===== src/rtl/dma_chn_arb.sv =====
// dma_chn_arb: two-level round-robin channel arbiter and read/write beat sequencer for the DMA master port
module dma_chn_arb #(
  parameter int NUM_CHN = 16
) (
  input  logic               hclk,
  input  logic               hrst_n,
  input  logic               gbc_chnc_dmacen,
  input  logic [NUM_CHN-1:0] chn_req,
  input  logic [NUM_CHN-1:0] chn_prio,
  input  logic               hready,
  output logic [NUM_CHN-1:0] busy_chn_code,
  output logic               arb_bmux_trgvld,
  output logic               arb_bmux_transvld,
  output logic               arb_chn_wrphase,
  output logic [NUM_CHN-1:0] chn_done,
  output logic [NUM_CHN-1:0] chn_abort
);
  typedef enum logic [2:0] {IDLE, GRANT, RD_ADDR, RD_DATA, WR_ADDR, WR_DATA} state_e;
  state_e             state_q, state_d;
  logic [3:0]         ptr_hi_q, ptr_hi_d, ptr_lo_q, ptr_lo_d, win;
  logic [NUM_CHN-1:0] busy_q, busy_d, done_q, done_d, abort_q, abort_d, eff_req, hi_req;
  logic               trgvld_q, trgvld_d, transvld_q, transvld_d, wrphase_q, wrphase_d, use_hi;
  // First set bit after ptr, wrapping; ptr itself is checked last
  function automatic logic [3:0] rr_pick(input logic [NUM_CHN-1:0] v, input logic [3:0] ptr);
    logic [3:0] idx;
    rr_pick = ptr;
    for (int i = 16; i >= 1; i--) begin
      idx = ptr + 4'(i);
      if (v[idx]) rr_pick = idx;
    end
  endfunction
  // Winner selection: high level preempts low level, each with its own pointer
  always_comb begin
    eff_req = chn_req & {NUM_CHN{gbc_chnc_dmacen}};
    hi_req  = eff_req & chn_prio;
    use_hi  = |hi_req;
    win     = use_hi ? rr_pick(hi_req, ptr_hi_q) : rr_pick(eff_req, ptr_lo_q);
  end
  // Next state, latched winner and pulse generation
  always_comb begin
    state_d  = state_q;
    busy_d   = busy_q;
    ptr_hi_d = ptr_hi_q;
    ptr_lo_d = ptr_lo_q;
    done_d   = '0;
    abort_d  = '0;
    case (state_q)
      IDLE: if (|eff_req) begin
        state_d  = GRANT;
        busy_d   = {{(NUM_CHN-1){1'b0}}, 1'b1} << win;
        ptr_hi_d = use_hi ? win : ptr_hi_q;
        ptr_lo_d = use_hi ? ptr_lo_q : win;
      end
      GRANT: state_d = RD_ADDR;
      RD_ADDR: if (!gbc_chnc_dmacen) begin
        state_d = IDLE;
        abort_d = busy_q;
      end else if (hready) state_d = RD_DATA;
      RD_DATA: if (hready) begin
        state_d = gbc_chnc_dmacen ? WR_ADDR : IDLE;
        abort_d = gbc_chnc_dmacen ? '0 : busy_q;
      end
      WR_ADDR: if (!gbc_chnc_dmacen) begin
        state_d = IDLE;
        abort_d = busy_q;
      end else if (hready) state_d = WR_DATA;
      WR_DATA: if (hready) begin
        state_d = IDLE;
        done_d  = busy_q;
      end
      default: state_d = IDLE;
    endcase
  end
  // Strobes are decoded from the next state so they appear registered in the state they describe
  always_comb begin
    trgvld_d   = (state_d == GRANT) || (state_d == WR_ADDR && state_q != WR_ADDR);
    transvld_d = (state_d == RD_ADDR) || (state_d == WR_ADDR);
    wrphase_d  = (state_d == WR_ADDR) || (state_d == WR_DATA);
  end
  // FSM state register
  always_ff @(posedge hclk or negedge hrst_n)
    if (!hrst_n) state_q <= IDLE;
    else state_q <= state_d;
  // Datapath and output registers
  always_ff @(posedge hclk or negedge hrst_n)
    if (!hrst_n) begin
      busy_q     <= {{(NUM_CHN-1){1'b0}}, 1'b1};
      ptr_hi_q   <= 4'hF;
      ptr_lo_q   <= 4'hF;
      done_q     <= '0;
      abort_q    <= '0;
      trgvld_q   <= 1'b0;
      transvld_q <= 1'b0;
      wrphase_q  <= 1'b0;
    end else begin
      busy_q     <= busy_d;
      ptr_hi_q   <= ptr_hi_d;
      ptr_lo_q   <= ptr_lo_d;
      done_q     <= done_d;
      abort_q    <= abort_d;
      trgvld_q   <= trgvld_d;
      transvld_q <= transvld_d;
      wrphase_q  <= wrphase_d;
    end
  assign busy_chn_code     = busy_q;
  assign arb_bmux_trgvld   = trgvld_q;
  assign arb_bmux_transvld = transvld_q;
  assign arb_chn_wrphase   = wrphase_q;
  assign chn_done          = done_q;
  assign chn_abort         = abort_q;
endmodule


===== config.mk =====
export PLATFORM = sky130hd
export DESIGN_NAME = dma_chn_arb
export DESIGN_NICKNAME = d
export VERILOG_FILES = /design/src/rtl/dma_chn_arb.sv
export SDC_FILE = /design/constraint.sdc
export NUM_CORES = 1
export LEC_CHECK = 0
export ABC_CLOCK_PERIOD_IN_PS = 6050
export BUFFER_PORTS_ARGS = -buffer_cell sky130_fd_sc_hd__buf_2
export CAP_MARGIN = 25
export CORE_AREA = 2 2 138 113
export DETAILED_ROUTE_END_ITERATION = 8
export DIE_AREA = 0 0 140 115
export PLACE_DENSITY_LB_ADDON = 0.2
export SLEW_MARGIN = 20
export SYNTH_ARGS = -nofsm -noshare
export SYNTH_HDL_FRONTEND = slang
export SYNTH_SLANG_ARGS = --single-unit

===== constraint.sdc =====
create_clock -name hclk -period 6.05 [get_ports hclk]
set_clock_uncertainty 0.2 [all_clocks]
set_input_delay 1.21 -clock hclk [delete_from_list [all_inputs] [get_ports hclk]]
set_output_delay 1.21 -clock hclk [all_outputs]
set_load 0.02 [all_outputs]

==> reports/qor.yml, run 1 <==
timing:
  fmax_ghz: 0.199
  grt_setup_unrepaired: "false"
  hold_viol: 0
  relSlewSlack_pct: 38.2
  worst_pin_slew_ns: 0.915
  period_share_pct: 83.2
  fin_ws_ns: 1.02
  finalCriticalPeriod_ns: 5.03
  setup_violations: 0
  report.final.slew_viol_count: 0
  setup_tns_ns: 0
synthesis:
  yosys.area_share.simple_pct: 18.7
  synth_top_family_by_area: "compound AO/OA/AOI/OAI gates"
  synthMuxAreaShare_pct: 23.5
  ys_async_sr_fraction_pct: 100
  synth_area_leader_cell: "dfrtp_1"
  ys.flop_type: "dfrtp_1"
  synthesis.area_um2: 7220
  synth_area_leaders: "dfrtp_1 (18%), mux4_2 (14%), mux2i_1 (5.0%)"
  syn_nets: 835
  synth.distinct_cells: 94
  ys_warn_count: 0
  syn_inst: 785
  synth-seq-cells: 62
  yosysTopAreaCellShare_pct: 18.4
  synth_area_per_cell_um2: 9.20
  synth_edf_count: 0
  ys_seq_area_share_pct: 21.7
  synth_adder_area_share_pct: 2.43
  synth-xor-area-share_pct: 4.04
  synth-compound-area-share_pct: 25.4
detailed_routing:
  drt_wl_total_mm: 22.9
  drt_drc_violations_left: 10
  antenna_left: 0
  dr.pass1.iters: 9
  via_count: 7118
  wl_per_cell_um: 21.9
  via_per_inst: 6.80
  drt-initial-drc-count: 809
worst_setup_path:
  slowest_stage: "dfstp_2"
  worstPathCellList: "clkinv_1 > ha_1 > nand2b_1 > o22a_1 > mux4_2 > nand3_1 > a211oi_1 > o31ai_1 > mux2i_1 > nand4_2 > a311oi_4 > a32o_1"
  cpPeakStageDelay_ns: 0.75
  start_kind: "flip-flop"
  critPathBufInv: 1
  crit_type: "flip-flop to flip-flop"
  cp_max_fo: 15
  worstPathRequired_ns: 6.11
  critPathCaptureType: "flip-flop"
  arrival_ns: 5.09
  path_delay_family: "compound AO/OA/AOI/OAI gates"
clock_tree:
  cts_inserted_buffers: 9
  root_buffer: "clkbuf_16"
  cts_buffer_depth: 2
  clk_pin_slew_ns: 0.05
  post-cts-setup-buffers: 0
  cts-resized-gates: 0
  cts_sinks: 62
  clock_latency_ns: 0.32
  htreeDepth: 3
  holdBufCountCts: 0
  cts_tree: "built"
floorplanning:
  initial_core_util_pct: 48.9
  io_pins: 87
  fp.dieH_um: 115
  die_w_um: 140
  dieArea_um2: 16100
  core_um2: 14800
  num_rows: 40
outcome:
  run_status: "complete, but fails checks"
  violations: "DRC"
cells_and_area:
  nets: 902
  drive_above_1_share_pct: 26.6
  syn2layout_area_growth_pct: 11.7
  antenna_cells: 0
placed_design:
  place_congestion: 1.01
  port_buffers: 86
  dp_hpwl_mm: 17.7
  pre_cts_ws_ns: 1.10
global_routing:
  grt_max_degree: 63
  grt_first_pass_wirelength_mm: 36.5
  antenna_found_initial: 0
  grt_pass1_vias: 6618
  grtUsageTotal_pct: 28.5
  grt_overflow: 0
min_path:
  holdCritPathClass: "flip-flop to flip-flop"
run:
  maxCapViolations: 0
metal layers:
metal  global-route usage [%]  routed length [µm]
met3                     7.04                2550
met1                     41.4               10200
met2                     44.2               10000
met5                        0                   0
met4                     4.98                 218
layout by cell type, fill, tap and decap left out, drive strengths merged, types with 14 or more instances in the layout:
master / synthesis / final
a21oi: 35 / 35
a22oi: 14 / 14
and2: 39 / 39
buf: 23 / 100
dfrtp: 53 / 53
ha: 14 / 14
inv: 18 / 18
mux2: 18 / 18
mux2i: 44 / 44
mux4: 44 / 44
nand2: 87 / 87
nand2b: 14 / 14
nand3: 17 / 17
nor2: 59 / 59
nor3: 15 / 15
o21ai: 25 / 25
o22ai: 27 / 27
o31ai: 16 / 16
xnor2: 18 / 18
worst paths after layout:
check                           cells after the start           endpoint  slack [ns]              start
worst max register to register                     12  busy_chn_code[12]        1.02        ptr_lo_q[2]
worst min register to register                      1      chn_abort[15]        0.33  busy_chn_code[15]
worst max-delay path                               12  busy_chn_code[12]        1.02        ptr_lo_q[2]
worst min-delay path                                1      chn_abort[15]        0.33  busy_chn_code[15]
min in group asynchronous                           2  busy_chn_code[13]        0.84             hrst_n
max in group asynchronous                           2         state_q[1]        4.32             hrst_n
area by class of cell:
cell class / instances / area, µm²
fillers: 1326 / 6700
multi-input cells: 659 / 5350
flip-flops and latches: 62 / 1560
repair buffers: 100 / 536
clock buffers: 11 / 243
well taps: 189 / 236
inverters: 20 / 75.1
clock inverters: 5 / 58.8
cell families after synthesis:
family / after synthesis
and+or+nand+nor: 276
DFF: 62
buffers and inverters: 64
xor gates and xnor gates: 26
AOI/OAI and AO/OA: 237
muxes: 106
adders and majority gates: 14
state kept, by name, summed over array words and instances, names as in the netlist, 3 cells and up:
register,cells
busy_chn_code,16
chn_abort,16
chn_done,16
ptr_hi_q,4
ptr_lo_q,4
state_q,3
metrics by stage:
stage | instances | hold WS (ns) | cell area (µm²) | util, %
2_1_floorplan | 785 | 0.303 | 7220 | -
3_3_place_gp | 1030 | 0.314 | 7760 | 52.6
3_5_place_dp | 1030 | 0.324 | 7760 | 52.6
4_1_cts | 1046 | 0.335 | 8060 | 54.6
5_1_grt | 1046 | 0.369 | 8060 | 54.6
6_report | 1046 | 0.328 | 8060 | 54.6
Yosys cell counts (all sizes together), types with 6 or more instances:
cell type,count
a211oi,13
a21boi,6
a21o,9
a21oi,35
a22oi,14
a31oi,7
a32o,9
and2,39
buf,23
clkbuf,21
dfrtp,53
dfstp,9
ha,14
inv,18
mux2,18
mux2i,44
mux4,44
nand2,87
nand2b,14
nand3,17
nand4,10
nor2,59
nor2b,6
nor3,15
nor4,7
o211ai,13
o21ai,25
o21bai,6
o22a,8
o22ai,27
o31ai,16
xnor2,18
xor2,8
worst reg2reg max path: stages (launching register included):
cell and delay, ns:
dfstp_2 0.75, clkinv_1 0.42, ha_1 0.52, nand2b_1 0.41
o22a_1 0.35, mux4_2 0.55, nand3_1 0.13, a211oi_1 0.07
o31ai_1 0.38, mux2i_1 0.27, nand4_2 0.16, a311oi_4 0.51
a32o_1 0.26
Power of run 1 is not shown: default switching activity piles up to over one toggle a cycle in this logic, so the estimate is an artifact.
==> run 2, diff against run 1 <==
--- a/config.mk
+++ b/config.mk
@@ -5,12 +5,13 @@
 export SDC_FILE = /design/constraint.sdc
 export NUM_CORES = 1
 export LEC_CHECK = 0
-export ABC_CLOCK_PERIOD_IN_PS = 6050
+export ABC_AREA = 1
+export ABC_CLOCK_PERIOD_IN_PS = 4900
 export BUFFER_PORTS_ARGS = -buffer_cell sky130_fd_sc_hd__buf_2
 export CAP_MARGIN = 25
-export CORE_AREA = 2 2 138 113
+export CORE_AREA = 2 2 126 104
 export DETAILED_ROUTE_END_ITERATION = 8
-export DIE_AREA = 0 0 140 115
+export DIE_AREA = 0 0 128 106
 export PLACE_DENSITY_LB_ADDON = 0.2
 export SLEW_MARGIN = 20
 export SYNTH_ARGS = -nofsm -noshare
==> constraint.sdc (replaced) <==
create_clock -name hclk -period 4.9 [get_ports hclk]
set_clock_uncertainty 0.2 [all_clocks]
set_input_delay 0.98 -clock hclk [delete_from_list [all_inputs] [get_ports hclk]]
set_output_delay 0.98 -clock hclk [all_outputs]
set_load 0.02 [all_outputs]
==> run 2 against run 1 <==
- final area shrank 16%
- synthesized cell count grew 31%
- core utilization rose by 0.22 points
- sequential share of layout area up 3.6 points
- the flow now finishes without violations
- critical path depth rose by 17
- largest cell class unchanged
- count of clock-buffer cells in the layout is the same
- flip-flop and latch count did not move
- die area fell by 16%
==> reports/qor.yml, run 2 <==
synthesis:
  synthesis.area_um2: 6030
  synth_area_leaders: "nand2_1 (26%), dfrtp_1 (22%), nand3_1 (13%)"
  synth_area_per_cell_um2: 5.87
  yosysTopAreaCellShare_pct: 25.5
  yosysMostFrequentCell: "nand2_1"
  ys_warn_count: 0
  synth.distinct_cells: 45
  ys_seq_area_share_pct: 25.9
  synthTopCellsByCount: "nand2_1 (410), nand3_1 (152), inv_1 (111)"
  synth-seq-cells: 62
  syn_nets: 1078
  ys_async_sr_fraction_pct: 100
  ys.flop_type: "dfrtp_1"
  synth_edf_count: 0
  syn_inst: 1028
  synth_area_leader_cell: "nand2_1"
global_routing:
  grt-busiest-layer: "met2"
  grtUsageTotal_pct: 26.6
  grt_overflow: 0
  antenna_found_initial: 0
  gr-usage-met1_pct: 39.5
  grt_first_pass_wirelength_mm: 29.1
  grt_max_degree: 36
  use_met3_pct: 4.18
  gr-usage-met2_pct: 40.9
  grt_pass1_vias: 5928
cells_and_area:
  syn2layout_area_growth_pct: 12.7
  drive_above_1_share_pct: 15.8
  mostFrequentLayoutCells: "nand2_1 (410), nand3_1 (152), inv_1 (111)"
  final_common_cell: "nand2_1"
  n_fill_cell: 1315
  antenna_cells: 0
  nets: 1155
timing:
  report.final.slew_viol_count: 0
  relSlewSlack_pct: 51.8
  finalCriticalPeriod_ns: 3.93
  grt_setup_unrepaired: "false"
  worst_pin_slew_ns: 0.723
  setup_tns_ns: 0
  fmax_ghz: 0.254
  hold_viol: 0
  setup_violations: 0
  period_share_pct: 80.2
clock_tree:
  clock_latency_ns: 0.33
  htreeDepth: 3
  holdBufCountCts: 0
  post-cts-setup-buffers: 0
  clk_pin_slew_ns: 0.05
  cts-resized-gates: 0
  cts_tree: "built"
  cts_buffer_depth: 2
  cts_sinks: 62
  root_buffer: "clkbuf_16"
  cts_inserted_buffers: 9
worst_setup_path:
  cp_common_cell: "nand2_1"
  worstPathRequired_ns: 4.96
  cpPeakStageDelay_ns: 0.75
  critPathCaptureType: "flip-flop"
  start_kind: "flip-flop"
  crit_type: "flip-flop to flip-flop"
  slowest_stage: "dfstp_2"
  arrival_ns: 3.99
  cp_max_fo: 16
detailed_routing:
  via_per_inst: 5.23
  drt-initial-drc-count: 700
  dr.pass1.iters: 5
  wl_per_cell_um: 13.8
  drt_wl_total_mm: 17.4
  antenna_left: 0
  drt_drc_violations_left: 0
  via_count: 6621
placed_design:
  place_congestion: 0.963
  port_buffers: 86
  dp_hpwl_mm: 13.4
floorplanning:
  die_w_um: 128
  io_pins: 87
  fp.dieH_um: 106
  num_rows: 37
  core_um2: 12400
  initial_core_util_pct: 48.6
  dieArea_um2: 13600
run:
  maxCapViolations: 0
outcome:
  run_status: "complete, no violations"
min_path:
  holdCritPathClass: "flip-flop to flip-flop"
run 2: cell count changes after synthesis, sizes merged, moves of 24 or more:
cell   previous run  this run
mux4             44         0
nand3            17       159
mux2i            44         0
o22ai            27         3
and2             39         1
inv              18       128
nand2            87       423
run 2: worst paths after layout:
kind	from	end	depth (start not counted)	slack, ns
max	ptr_hi_q[1]	busy_chn_code[13]	29	0.97
min	busy_chn_code[0]	busy_chn_code[0]	2	0.28
max reg2reg	ptr_hi_q[1]	busy_chn_code[13]	29	0.97
min reg2reg	busy_chn_code[0]	busy_chn_code[0]	2	0.28
max in group asynchronous	hrst_n	busy_chn_code[0]	2	3.16
min in group asynchronous	hrst_n	busy_chn_code[8]	1	0.46
run 2: metal layers:
layer  vias up  wire length (µm)
li1       3415                 -
met1      2988              8640
met2       199              7560
met3        19              1030
met4         0               199
met5         -                 0
run 2: final cells by class:
class                      instances  area, µm²  share of cell area [%]
multi-input combinational        805       3760                    55.2
sequential                        62       1560                    23.0
tap                              156        195                    2.87
clock buffer                      11        233                    3.42
timing repair buffer              99        541                    7.95
clock inverter                     5       27.5                   0.405
inverter                         128        488                    7.17
run 2: stage by stage:
stage / worst slack [ns] / instance area [µm²] / instances / hold WS, ns / utilization (%)
after floorplan: 1.51 / 6030 / 1028 / 0.307 / -
after global placement: 0.830 / 6540 / 1250 / 0.270 / 52.7
after detailed placement: 0.840 / 6540 / 1250 / 0.273 / 52.7
after CTS: 1.00 / 6800 / 1266 / 0.281 / 54.8
after global routing: 0.522 / 6800 / 1266 / 0.297 / 54.8
final: 0.969 / 6800 / 1266 / 0.280 / 54.8
run 2: cells by family (layout without fill, tap and decap cells):
group | after synthesis | after routing | share of synthesized area, %
compound gates | 94 | 94 | 8.48
flops | 62 | 62 | 25.9
buf+inv | 161 | 243 | 11.9
simple gates | 686 | 686 | 48.7
xor+xnor | 11 | 11 | 2.16
fa+ha+maj | 14 | 14 | 2.90
run 2: critical path, delay by kind of cell (launching register included):
| family | cells | cell delay [ns] |
|---|---|---|
| adders and majority gates | 1 | 0.30 |
| and+or+nand+nor | 24 | 1.86 |
| buffers and inverters | 2 | 0.50 |
| AOI/OAI and AO/OA | 2 | 0.25 |
| DFF | 1 | 0.75 |
Power of run 2 is left out for the same reason.
==> run 3, diff against run 2 <==
--- a/config.mk
+++ b/config.mk
@@ -6,7 +6,7 @@
 export NUM_CORES = 1
 export LEC_CHECK = 0
 export ABC_AREA = 1
-export ABC_CLOCK_PERIOD_IN_PS = 4900
+export ABC_CLOCK_PERIOD_IN_PS = 3400
 export BUFFER_PORTS_ARGS = -buffer_cell sky130_fd_sc_hd__buf_2
 export CAP_MARGIN = 25
 export CORE_AREA = 2 2 126 104
==> constraint.sdc (replaced) <==
create_clock -name hclk -period 3.4 [get_ports hclk]
set_clock_uncertainty 0.2 [all_clocks]
set_input_delay 0.68 -clock hclk [delete_from_list [all_inputs] [get_ports hclk]]
set_output_delay 0.68 -clock hclk [all_outputs]
set_load 0.02 [all_outputs]
==> run 3 against run 2 <==
- cell count up 4.8%
- setup slack got worse by 0.93 ns
- flip-flop and latch count unchanged
- hold slack got worse by 0.24 ns
- count of clock-buffer cells in the layout increased by 1
- non-clock buffer count grew 61
- global-route usage up 1.1 points
- maximum frequency increased by 17%
- die area did not move
- final area grew 14%
- wire length grew 7.6%
- critical path type unchanged
- largest cell class unchanged
- highest routed layer unchanged
==> reports/qor.yml, run 3 (same netlist as run 2, synthesis figures left out) <==
outcome:
  run_status: "complete, no violations"
min_path:
  holdCritPathClass: "input port to asynchronous set/reset pin"
clock_tree:
  cts_inserted_buffers: 9
  holdBufCountCts: 0
  clk_pin_slew_ns: 0.05
  clock_latency_ns: 0.33
  htreeDepth: 3
  cts_tree: "built"
  root_buffer: "clkbuf_16"
  cts_sinks: 62
  cts_buffer_depth: 2
global_routing:
  grt_max_degree: 52
  antenna_found_initial: 0
  grt_first_pass_wirelength_mm: 30.3
  grt_pass1_vias: 6366
  grt_overflow: 0
  grtUsageTotal_pct: 27.7
cells_and_area:
  syn2layout_area_growth_pct: 28.0
  drive_above_1_share_pct: 25.5
  antenna_cells: 0
  nets: 1216
  mostFrequentLayoutCells: "nand2_1 (391), nand3_1 (142), inv_1 (99)"
  stdcell_area_um2: 7730
  multi_input_area_um2: 4030
  n_fill_cell: 1218
  final_common_cell: "nand2_1"
  seq_area_um2: 1560
timing:
  holdWs_ns: 0.0357
  finalCriticalPeriod_ns: 3.36
  worst_pin_slew_ns: 0.639
  report.final.slew_viol_count: 0
  setup_tns_ns: 0
  setup_violations: 0
  fmax_ghz: 0.298
  hold_viol: 0
  relSlewSlack_pct: 57.3
  period_share_pct: 98.8
  grt_setup_unrepaired: "true"
worst_setup_path:
  worst_r2r_path_depth: 24
  slowest_stage: "dfstp_2"
  cp_max_fo: 8
  arrival_ns: 3.42
  r2r_end: "busy_chn_code[14]"
  cp_common_cell: "nand2_1"
  worstPathCellList: "inv_2 > ha_4 > inv_4 > clkbuf_16 > o21ai_1 > nor2_1 > a31oi_1 > buf_4 > nand2_1 > nand2_1 > nand2_1 > nand2_1 > nand2_1 > nand2_1 > nand2_1 > nand2_1 > nand2_1 > nand2_1 > nand2_1 > nand2_1 > nand2_2 > a21oi_4 > nand2_1 > nand2_1"
  critPathCaptureType: "flip-flop"
  worstPathRequired_ns: 3.46
  crit_type: "flip-flop to flip-flop"
  r2r_setup_slack_ns: 0.04
  start_kind: "flip-flop"
  reg2reg_from: "ptr_hi_q[0]"
  cpPeakStageDelay_ns: 0.56
placed_design:
  dp_hpwl_mm: 14.2
  place_area_um2: 6990
  port_buffers: 86
  place_congestion: 0.965
run:
  maxCapViolations: 0
floorplanning:
  initial_core_util_pct: 48.6
  io_pins: 87
  core_um2: 12400
  num_rows: 37
  dieArea_um2: 13600
  fp.dieH_um: 106
  die_w_um: 128
detailed_routing:
  antenna_left: 0
  dr.pass1.iters: 7
  drt_drc_violations_left: 0
  drt-initial-drc-count: 682
  via_count: 6954
  drt_wl_total_mm: 18.7
  via_per_inst: 5.24
  wl_per_cell_um: 14.1
==> run 3: per-layer routing <==
layer / part of all wire, % / track usage (%) / up-vias
li1: - / - / 3543
met1: 47 / 39.8 / 3153
met2: 44 / 42.0 / 229
met3: 6.5 / 5.84 / 29
met4: 1.9 / 7.85 / 0
met5: 0 / 0 / -
==> run 3: critical path, delay by kind of cell (launching register included) <==
kind,cells,cell delay [ns]
and+or+nand+nor,16,1.01
adders and majority gates,1,0.29
buffers and inverters,4,0.44
AOI/OAI and AO/OA,3,0.78
DFF,1,0.56
==> run 3: worst max path at each step <==
| stage | from | endpoint | slack [ns] | cells past startpoint |
|---|---|---|---|---|
| finish | ptr_hi_q[0] | busy_chn_code[14] | 0.04 | 24 |
| global route | ptr_hi_q[0] | busy_chn_code[14] | -0.21 | 31 |
| CTS | ptr_lo_q[1] | busy_chn_code[14] | 0.001 | 29 |
| detailed placement | gbc_chnc_dmacen | busy_chn_code[6] | -0.11 | 27 |
| global placement | gbc_chnc_dmacen | busy_chn_code[1] | -0.08 | 27 |
| floorplan | ptr_hi_q[0] | busy_chn_code[15] | 0.01 | 32 |
==> run 3: layout make-up <==
| cell class | count | share of cell area, % |
|---|---|---|
| Clock inverter | 4 | 0.583 |
| Timing Repair Buffer | 160 | 14.7 |
| Multi-Input combinational cell | 805 | 52.2 |
| Inverter | 128 | 6.48 |
| Tap cell | 156 | 2.53 |
| Sequential cell | 62 | 20.2 |
| Clock buffer | 12 | 3.32 |
==> run 3: per-stage QoR <==
step | std cells | utilization (%) | setup slack, ns
after floorplan | 1028 | - | 0.0132
after global placement | 1299 | 56.3 | -0.0828
after detailed placement | 1299 | 56.3 | -0.106
after CTS | 1315 | 58.9 | 0.00102
after global routing | 1327 | 62.3 | -0.214
final | 1327 | 62.3 | 0.0393
==> run 3: timing repair <==
action | in CTS | in global routing
resized for setup | 5 | 86
cloned | 0 | 1
pin swaps | 1 | 25
buffers inserted | 0 | 11
endpoints found under the hold margin | 0 | 0
endpoints found under the setup margin | 4 | 23
Power of run 3 is left out for the same reason.
